File: config.mk
export PLATFORM = sky130hd
export DESIGN_NAME = reservation_station_scheduler
export DESIGN_NICKNAME = d
export VERILOG_FILES = /design/src/rtl/reservation_station_scheduler.sv
export SDC_FILE = /design/constraint.sdc
export NUM_CORES = 1
export LEC_CHECK = 0
export BUFFER_PORTS_ARGS = -buffer_cell sky130_fd_sc_hd__buf_2
export CAP_MARGIN = 20
export CORE_MARGIN = 4
export CORE_UTILIZATION = 24
export DETAILED_ROUTE_END_ITERATION = 8
export PLACE_DENSITY = 0.46
export SYNTH_ARGS = -nofsm -noshare
export SYNTH_HDL_FRONTEND = slang
export SYNTH_SLANG_ARGS = --single-unit
File: constraint.sdc
create_clock -name clock -period 8.5 [get_ports clock]
set_input_delay 0 -clock clock [delete_from_list [all_inputs] [get_ports clock]]
set_output_delay 0 -clock clock [all_outputs]
set_load 0.1 [all_outputs]
File: src/rtl/reservation_station_scheduler.sv
// Reservation station for one Tomasulo FU: buffers issued ops, snoops the CDB for operands,
// and dispatches the oldest ready entry one cycle after it becomes ready, with a 2-cycle minimum gap.
module reservation_station_scheduler #(
  parameter int ENTRIES = 4,
  parameter int TAG_W   = 3,
  parameter int DATA_W  = 16
) (
  input  logic                           clock,
  input  logic                           reset_n,
  input  logic                           issue_valid,
  output logic                           issue_ready,
  input  logic [3:0]                     issue_op,
  input  logic [TAG_W-1:0]               issue_tag,
  input  logic [DATA_W-1:0]              issue_vj,
  input  logic [DATA_W-1:0]              issue_vk,
  input  logic                           issue_qj_valid,
  input  logic                           issue_qk_valid,
  input  logic [TAG_W-1:0]               issue_qj,
  input  logic [TAG_W-1:0]               issue_qk,
  input  logic                           cdb_valid,
  input  logic [TAG_W-1:0]               cdb_tag,
  input  logic [DATA_W-1:0]              cdb_data,
  input  logic                           fu_available,
  output logic                           fu_start,
  output logic [3:0]                     fu_op,
  output logic [TAG_W-1:0]               fu_tag,
  output logic [DATA_W-1:0]              fu_r2,
  output logic [DATA_W-1:0]              fu_r1,
  output logic [$clog2(ENTRIES+1)-1:0]   occupancy
);

  localparam int IDX_W = $clog2(ENTRIES);
  localparam int AGE_W = $clog2(ENTRIES);
  localparam int OCC_W = $clog2(ENTRIES+1);

  logic              busy_q [ENTRIES], busy_d [ENTRIES];
  logic [3:0]        op_q   [ENTRIES], op_d   [ENTRIES];
  logic [TAG_W-1:0]  tag_q  [ENTRIES], tag_d  [ENTRIES];
  logic [DATA_W-1:0] vj_q   [ENTRIES], vj_d   [ENTRIES];
  logic [DATA_W-1:0] vk_q   [ENTRIES], vk_d   [ENTRIES];
  logic              qjv_q  [ENTRIES], qjv_d  [ENTRIES];
  logic              qkv_q  [ENTRIES], qkv_d  [ENTRIES];
  logic [TAG_W-1:0]  qj_q   [ENTRIES], qj_d   [ENTRIES];
  logic [TAG_W-1:0]  qk_q   [ENTRIES], qk_d   [ENTRIES];
  logic [AGE_W-1:0]  age_q  [ENTRIES], age_d  [ENTRIES];

  logic [OCC_W-1:0]  occ_q, occ_d;
  logic              fu_start_q;
  logic [3:0]        fu_op_q;
  logic [TAG_W-1:0]  fu_tag_q;
  logic [DATA_W-1:0] fu_r2_q, fu_r1_q;

  logic              sel_found, alloc_found, alloc, dispatch;
  logic [IDX_W-1:0]  sel_idx, alloc_idx;
  logic [AGE_W-1:0]  sel_age;
  logic              byp_j, byp_k;

  assign issue_ready = (occ_q != OCC_W'(ENTRIES));
  assign alloc       = issue_valid && issue_ready;
  // fu_start_q doubles as start_pending: fu_available lags the pulse by a cycle.
  assign dispatch    = sel_found && fu_available && !fu_start_q;
  assign byp_j       = issue_qj_valid && cdb_valid && (issue_qj == cdb_tag);
  assign byp_k       = issue_qk_valid && cdb_valid && (issue_qk == cdb_tag);

  always_comb begin
    sel_found   = 1'b0;
    sel_idx     = '0;
    sel_age     = '0;
    alloc_found = 1'b0;
    alloc_idx   = '0;
    for (int i = 0; i < ENTRIES; i++) begin
      if (busy_q[i] && !qjv_q[i] && !qkv_q[i] && (!sel_found || age_q[i] > sel_age)) begin
        sel_found = 1'b1;
        sel_idx   = IDX_W'(i);
        sel_age   = age_q[i];
      end
      if (!busy_q[i] && !alloc_found) begin
        alloc_found = 1'b1;
        alloc_idx   = IDX_W'(i);
      end
    end
  end

  always_comb begin
    for (int i = 0; i < ENTRIES; i++) begin
      busy_d[i] = busy_q[i];
      op_d[i]   = op_q[i];
      tag_d[i]  = tag_q[i];
      vj_d[i]   = vj_q[i];
      vk_d[i]   = vk_q[i];
      qjv_d[i]  = qjv_q[i];
      qkv_d[i]  = qkv_q[i];
      qj_d[i]   = qj_q[i];
      qk_d[i]   = qk_q[i];
      age_d[i]  = age_q[i];
      if (busy_q[i]) begin
        if (qjv_q[i] && cdb_valid && (qj_q[i] == cdb_tag)) begin
          vj_d[i]  = cdb_data;
          qjv_d[i] = 1'b0;
        end
        if (qkv_q[i] && cdb_valid && (qk_q[i] == cdb_tag)) begin
          vk_d[i]  = cdb_data;
          qkv_d[i] = 1'b0;
        end
        // Ages count younger entries: new arrivals push up, departures of younger ones pull down.
        age_d[i] = age_q[i] + AGE_W'(alloc) - AGE_W'(dispatch && (age_q[i] > sel_age));
      end
      if (dispatch && (sel_idx == IDX_W'(i))) begin
        busy_d[i] = 1'b0;
        age_d[i]  = '0;
      end
      if (alloc && alloc_found && (alloc_idx == IDX_W'(i))) begin
        busy_d[i] = 1'b1;
        op_d[i]   = issue_op;
        tag_d[i]  = issue_tag;
        vj_d[i]   = byp_j ? cdb_data : issue_vj;
        vk_d[i]   = byp_k ? cdb_data : issue_vk;
        qjv_d[i]  = issue_qj_valid && !byp_j;
        qkv_d[i]  = issue_qk_valid && !byp_k;
        qj_d[i]   = issue_qj;
        qk_d[i]   = issue_qk;
        age_d[i]  = '0;
      end
    end
    occ_d = occ_q + OCC_W'(alloc) - OCC_W'(dispatch);
  end

  always_ff @(posedge clock or negedge reset_n) begin
    if (!reset_n) begin
      for (int i = 0; i < ENTRIES; i++) begin
        busy_q[i] <= 1'b0;
        op_q[i]   <= '0;
        tag_q[i]  <= '0;
        vj_q[i]   <= '0;
        vk_q[i]   <= '0;
        qjv_q[i]  <= 1'b0;
        qkv_q[i]  <= 1'b0;
        qj_q[i]   <= '0;
        qk_q[i]   <= '0;
        age_q[i]  <= '0;
      end
      occ_q      <= '0;
      fu_start_q <= 1'b0;
      fu_op_q    <= '0;
      fu_tag_q   <= '0;
      fu_r2_q    <= '0;
      fu_r1_q    <= '0;
    end else begin
      for (int i = 0; i < ENTRIES; i++) begin
        busy_q[i] <= busy_d[i];
        op_q[i]   <= op_d[i];
        tag_q[i]  <= tag_d[i];
        vj_q[i]   <= vj_d[i];
        vk_q[i]   <= vk_d[i];
        qjv_q[i]  <= qjv_d[i];
        qkv_q[i]  <= qkv_d[i];
        qj_q[i]   <= qj_d[i];
        qk_q[i]   <= qk_d[i];
        age_q[i]  <= age_d[i];
      end
      occ_q      <= occ_d;
      fu_start_q <= dispatch;
      if (dispatch) begin
        fu_op_q  <= op_q[sel_idx];
        fu_tag_q <= tag_q[sel_idx];
        fu_r2_q  <= vj_q[sel_idx];
        fu_r1_q  <= vk_q[sel_idx];
      end
    end
  end

  assign fu_start  = fu_start_q;
  assign fu_op     = fu_op_q;
  assign fu_tag    = fu_tag_q;
  assign fu_r2     = fu_r2_q;
  assign fu_r1     = fu_r1_q;
  assign occupancy = occ_q;

endmodule

After elaboration in Yosys (flattened, before gate mapping)
Cells that the tools add are included.
- memories: 0
- output and inout bits: 44
- ROM bits: 0
- input port bits: 71
- bits in latches: 0
- bits in writable memories: 0
- register bits: 243
- $mul: 0
- magnitude comparators: 8
- $add $sub $neg: 10
- shift operators: 0
- reduce and logical (&&, ||, !) cells: 104
- bitwise logic cells: 1
- divide/modulo/power cells: 0
- mux-type cells: 100
- equality and inequality tests: 17
- operators by type and width (kind ; number):
    $mux W16 ; 30
    $bmux W16 S2 ; 2
    $logic_and A1 B1 Y1 ; 52
    $mux W1 ; 42
    $mux W2 ; 20
    $reduce_bool A2 Y1 ; 16
    $eq A3 B3 Y1 ; 10
    $logic_not A1 Y1 ; 19
    $reduce_and A2 Y1 ; 8
    $gt A2 B2 Y1 ; 7
    $reduce_bool A3 Y1 ; 4
    $add A2 B1 Y2 ; 4
    $bmux W4 S2 ; 1
    $eq A2 B2 Y1 const B ; 4
    $mux W4 ; 2
    $sub A2 B1 Y2 ; 4
    $bmux W3 S2 ; 1
    $mux W3 ; 2
    $eq A2 B1 Y1 const B ; 2
    $logic_not A2 Y1 ; 2
    $add A3 B1 Y3 ; 1
    $ge A3 B3 Y1 const B ; 1
    $logic_or A1 B1 Y1 ; 3
    $ne A3 B3 Y1 const B ; 1
    other kinds (2) ; 2

Longest topological paths before layout
- depth after elaboration: 23
- depth in mapped cells: 33
- depth with buffers taken out: 29

Least setup slack after synthesis
No wires, ideal clock.
- path kind: reg-to-reg
- from: register qjv_q[3] (netlist name)
- to: register age_q[7] (netlist name)
- data arrival time: 6.409 ns
- cell stages (with the launch flop): 32
- slack: 1.970 ns
- required time: 8.378 ns
- path buffers: 4
- setup time: 0.122 ns
- cells stage by stage: dfrtp_1 -> nor3b_1 -> nand2_1 -> ha_1 -> nor2b_1 -> o211ai_1 -> clkbuf_1 -> a32o_1 -> inv_1 -> ha_1 -> nor2b_1 -> o21a_1 -> clkbuf_1 -> o21ai_1 -> mux2i_1 -> ha_1 -> nor2b_1 -> o211ai_1 -> o31a_1 -> buf_2 -> buf_1 -> nand2_1 -> o221ai_1 -> ha_1 -> a21oi_1 -> a211oi_1 -> ha_1 -> inv_1 -> ha_1 -> xnor2_1 -> xnor2_1 -> a32o_1
- word-level cells in the longest chain between the ends: 23
- elaborated cells on any way between the ends: 37
- classes of those cells: add/sub (1); order compare (4); mux (14); reduce/logical (18)
- ends and longest elaborated chain (item ; RTL line ; RTL):
    start: declaration ; 41 ; logic qjv_q [ENTRIES], qjv_d [ENTRIES];
    start signal: indexed assignment ; 155 ; qjv_q[i] <= qjv_d[i];
    $logic_not A1 Y1 (*) ; 72 ; if (busy_q[i] && !qjv_q[i] && !qkv_q[i] && (!sel_found || age_q[i] > sel_age)) begin
    $logic_and A1 B1 Y1 (*) (2 in a row) ; 72 ;
    branches (longest 20 deep; another with $gt A2 B2 Y1) ; n/a ;
    end signal: indexed assignment ; 159 ; age_q[i] <= age_d[i];
    end: declaration ; 45 ; logic [AGE_W-1:0] age_q [ENTRIES], age_d [ENTRIES];
Every way passes the cells marked *. The select of a mux whose other input is x is not followed.
A chain may end at the register's enable or synchronous reset.

Worst setup path in the final report
- from: register busy_q[3] (netlist name)
- to: register age_q[7] (netlist name)
- word-level cells in the longest chain between the ends: 22
- elaborated cells on any way between the ends: 51
- classes of those cells: add/sub (1); order compare (4); mux (21); reduce/logical (25)
- ends and longest elaborated chain (item ; RTL line ; RTL):
    start: declaration ; 36 ; logic busy_q [ENTRIES], busy_d [ENTRIES];
    start signal: indexed assignment ; 150 ; busy_q[i] <= busy_d[i];
    branches (longest 22 deep; another with $gt A2 B2 Y1) ; n/a ;
Parallel ways; which one is timed is not known. The select of a mux whose other input is x is not followed.

==> results.sh <==
export IMPL_gp_congestion=0.806
export IMPL_final_nets=1563
export IMPL_cts_num_sinks=243
export IMPL_rr_endpoint="age_q[7]"
export IMPL_synth_flop_cell="dfrtp_1"
export IMPL_cts_resized=0
export IMPL_ys_seq_area_share_pct=49.5
export IMPL_grt_max_degree=150
export IMPL_placed_area_mm2=0.0134
export IMPL_fin_crit_ps=7530
export IMPL_cp_max_fo=23
export IMPL_antenna_found_initial=1
export IMPL_maxSlewViolCount=0
export IMPL_endpoint="age_q[7]"
export IMPL_setup_violations=0
export IMPL_cts_buffer_depth=3
export IMPL_die_x_um=234
export IMPL_cpPeakStageDelay_ps=690
export IMPL_required_ps=8950
export IMPL_ant_nets=0
export IMPL_worstRegToRegCells=28
export IMPL_post_cts_repair_setup_buffers=0
export IMPL_dieArea_mm2=0.0549
export IMPL_firstDrtPassIters=5
export IMPL_rsz0062_at_grt="no"
export IMPL_drt_total_wl_mm=47.4
export IMPL_syn2layout_area_growth_pct=24.4
export IMPL_dp_hpwl_mm=29.0
export IMPL_vdd_ir_drop_worst_v=0.000166
export IMPL_grt_overflow_total=0
export IMPL_fmax_ghz=0.133
export IMPL_max_slew_worst_pin_slew_ps=1120
export IMPL_drive_gt1_share_pct=14.4
export IMPL_synthMuxAreaShare_pct=0.815
export IMPL_synthSimpleGateAreaFrac_pct=17.8
export IMPL_synthArstFlopShare_pct=100
export IMPL_stdcell_count=2161
export IMPL_final_common_cell="nor2_1"
export IMPL_hold_viol=0
export IMPL_crit_type="reg2reg"
export IMPL_clock_root_buffer="clkbuf_16"
export IMPL_vias=11100
export IMPL_crit_path_start="busy_q[3]"
export IMPL_grt_usage_pct=17.0
export IMPL_grt_pass1_vias=11200
export IMPL_viasPerCell=5.15
export IMPL_stdcell_area_mm2=0.0153
export IMPL_crit_path_end_kind="flip-flop"
export IMPL_skew_ps=10.4
export IMPL_slowest_stage="or3b_1"
export IMPL_crit_path_start_kind="flip-flop"
export IMPL_grt_pass1_wl_mm=72.2
export IMPL_synth_nets=1432
export IMPL_drv_cap=0
export IMPL_io_buffer_count=114
export IMPL_synth_edf_count=0
export IMPL_seq_area_mm2=0.00608
export IMPL_final_setup_tns_ps=0
export IMPL_wire_per_inst_um=21.9
export IMPL_die_h_um=234
export IMPL_synth_seq_cells=243
export IMPL_htreeDepth=1
export IMPL_cts_tree="done"
export IMPL_ys_types=53
export IMPL_worst_slack_ps=972
export IMPL_num_rows=82
export IMPL_layout_common_cells="262 x nor2_1, 243 x dfrtp_1, 155 x nand2_1"
export IMPL_num_fill_cells=5223
export IMPL_ctsHoldBuffers=91
export IMPL_cp_common_cell="ha_1"
export IMPL_path_clk_slew_ps=60
export IMPL_cp_data_arrival_time_ps=7970
export IMPL_remaining_drc_errors=0
export IMPL_finalCritPeriodShare_pct=88.6
export IMPL_synth_xor_area_share_pct=2.78
export IMPL_slew_headroom_pct=25.1
export IMPL_final_util_pct=30.3
export IMPL_core_area_mm2=0.0504
export IMPL_numCtsBuffers=28
export IMPL_floorplan_io_pins=115
export IMPL_synthAdderAreaFrac_pct=2.61
export IMPL_syn_cell_area_mm2=0.0123
export IMPL_place_ws_ps=1110
export IMPL_dp_cells=2018
export IMPL_p_per_area_mw_per_mm2=488
export IMPL_synth_compound_area_share_pct=21.0
export IMPL_multi_input_area_mm2=0.00558
export IMPL_dr_first_iter_drc_count=939
export IMPL_initial_utilization_pct=24.4
export IMPL_yosys_warnings=0
export IMPL_ff2ff_setup_slack_ps=970
export IMPL_synth_avg_cell_area_um2=9.19
export IMPL_clock_latency_ps=560
export IMPL_synth_top_family_by_area="compound AO/OA/AOI/OAI gates"
export IMPL_r2r_start="busy_q[3]"
export IMPL_synth_cells=1336
export IMPL_hp_class="in2async"
export IMPL_outcome="finished, final reports clean"
export IMPL_power_leakage_nw=6.60
## critical path: cells and delay by family (launching register included)
| kind | cells | cell delay [ps] |
|---|---|---|
| flops | 1 | 540 |
| compound gates | 11 | 3180 |
| fa+ha+maj | 6 | 1640 |
| xor+xnor | 2 | 270 |
| buf+inv | 2 | 100 |
| simple gates | 6 | 1440 |
| mux | 1 | 260 |
## metrics by stage
step	total power [mW]	hold slack [ps]
global route	7.94	152
finish	7.46	83.1
floorplan	4.97	-296
CTS	7.48	103
detailed placement	6.07	114
global placement	5.99	107
## worst min-delay path by stage
stage / to / slack (ps) / cells after the start
after floorplan: age_q[0] / -300 / 0
after global placement: tag_q[9] / 110 / 1
after detailed placement: qj_q[7] / 110 / 1
after CTS: qj_q[7] / 100 / 2
after global routing: op_q[10] / 150 / 2
final: qk_q[6] / 80 / 2
## cell type report
| cell class | instances | share of cell area, % |
|---|---|---|
| Antenna cell | 1 | 0.0164 |
| Clock buffer | 40 | 5.41 |
| Clock inverter | 11 | 0.729 |
| Inverter | 29 | 0.713 |
| Multi-Input combinational cell | 931 | 36.5 |
| Sequential cell | 243 | 39.8 |
| Tap cell | 672 | 5.51 |
| Timing Repair Buffer | 234 | 11.3 |
## per-layer routing
metal | wire length (µm) | track usage (%) | vias to the layer above | share of wire [%]
met5 | 0 | 0 | - | 0
met4 | 1160 | 5.22 | 0 | 2.5
met3 | 2930 | 2.07 | 70 | 6.2
met2 | 21900 | 27.4 | 402 | 46
met1 | 21400 | 24.0 | 5558 | 45
li1 | - | - | 5096 | -
## sequential cells by signal, summed over array words and instances (netlist names), 8 cells and up
register / cells
age_q: 8
fu_r1: 16
fu_r2: 16
op_q: 16
qj_q: 12
qk_q: 12
tag_q: 12
vj_q: 64
vk_q: 64
## cells by family (layout without fill, tap and decap cells)
| kind of cell | Yosys count | after routing |
|---|---|---|
| buffers and inverters | 162 | 314 |
| xor gates and xnor gates | 39 | 39 |
| and+or+nand+nor | 510 | 510 |
| DFF | 243 | 243 |
| adders and majority gates | 25 | 25 |
| other | 0 | 1 |
| muxes | 9 | 9 |
| AOI/OAI and AO/OA | 348 | 348 |
## report_power, final
| part | switching (mW) | total, mW | internal, mW |
|---|---|---|---|
| clock network | 0.512 | 1.25 | 0.734 |
| logic | 2.81 | 4.10 | 1.29 |
| registers | 0.381 | 2.12 | 1.74 |
## cells in the mapped netlist, types with 2 or more instances
master / n / share of area [%]
nand4_1: 29 / 1.5
or3_1: 4 / 0.20
o211ai_1: 43 / 2.6
o22ai_1: 138 / 7.0
ha_1: 24 / 2.4
o21a_1: 3 / 0.18
nor3_1: 3 / 0.12
nand2b_1: 15 / 0.76
a32o_1: 4 / 0.33
buf_6: 3 / 0.28
o21ai_0: 2 / 0.082
a21oi_1: 12 / 0.49
nor4_1: 8 / 0.41
buf_2: 25 / 1.0
a311oi_1: 39 / 2.8
a31oi_1: 2 / 0.10
a211oi_1: 4 / 0.24
nor3b_2: 4 / 0.41
clkbuf_2: 11 / 0.45
nor4_2: 2 / 0.20
inv_1: 28 / 0.86
nand3b_1: 2 / 0.12
xnor2_1: 8 / 0.57
a22oi_1: 39 / 2.4
o2111ai_1: 12 / 0.86
clkbuf_1: 85 / 2.6
dfrtp_1: 243 / 50
nor2_1: 263 / 8.0
nand3_1: 9 / 0.37
a221o_1: 39 / 3.2
xor2_1: 31 / 2.2
buf_1: 9 / 0.28
nand2_1: 155 / 4.7
or2_1: 5 / 0.25
o21ai_1: 4 / 0.16
mux2_2: 8 / 0.73
and4_1: 2 / 0.14
nor2b_1: 4 / 0.20
No activity file was read; power rests on OpenSTA's default activity.
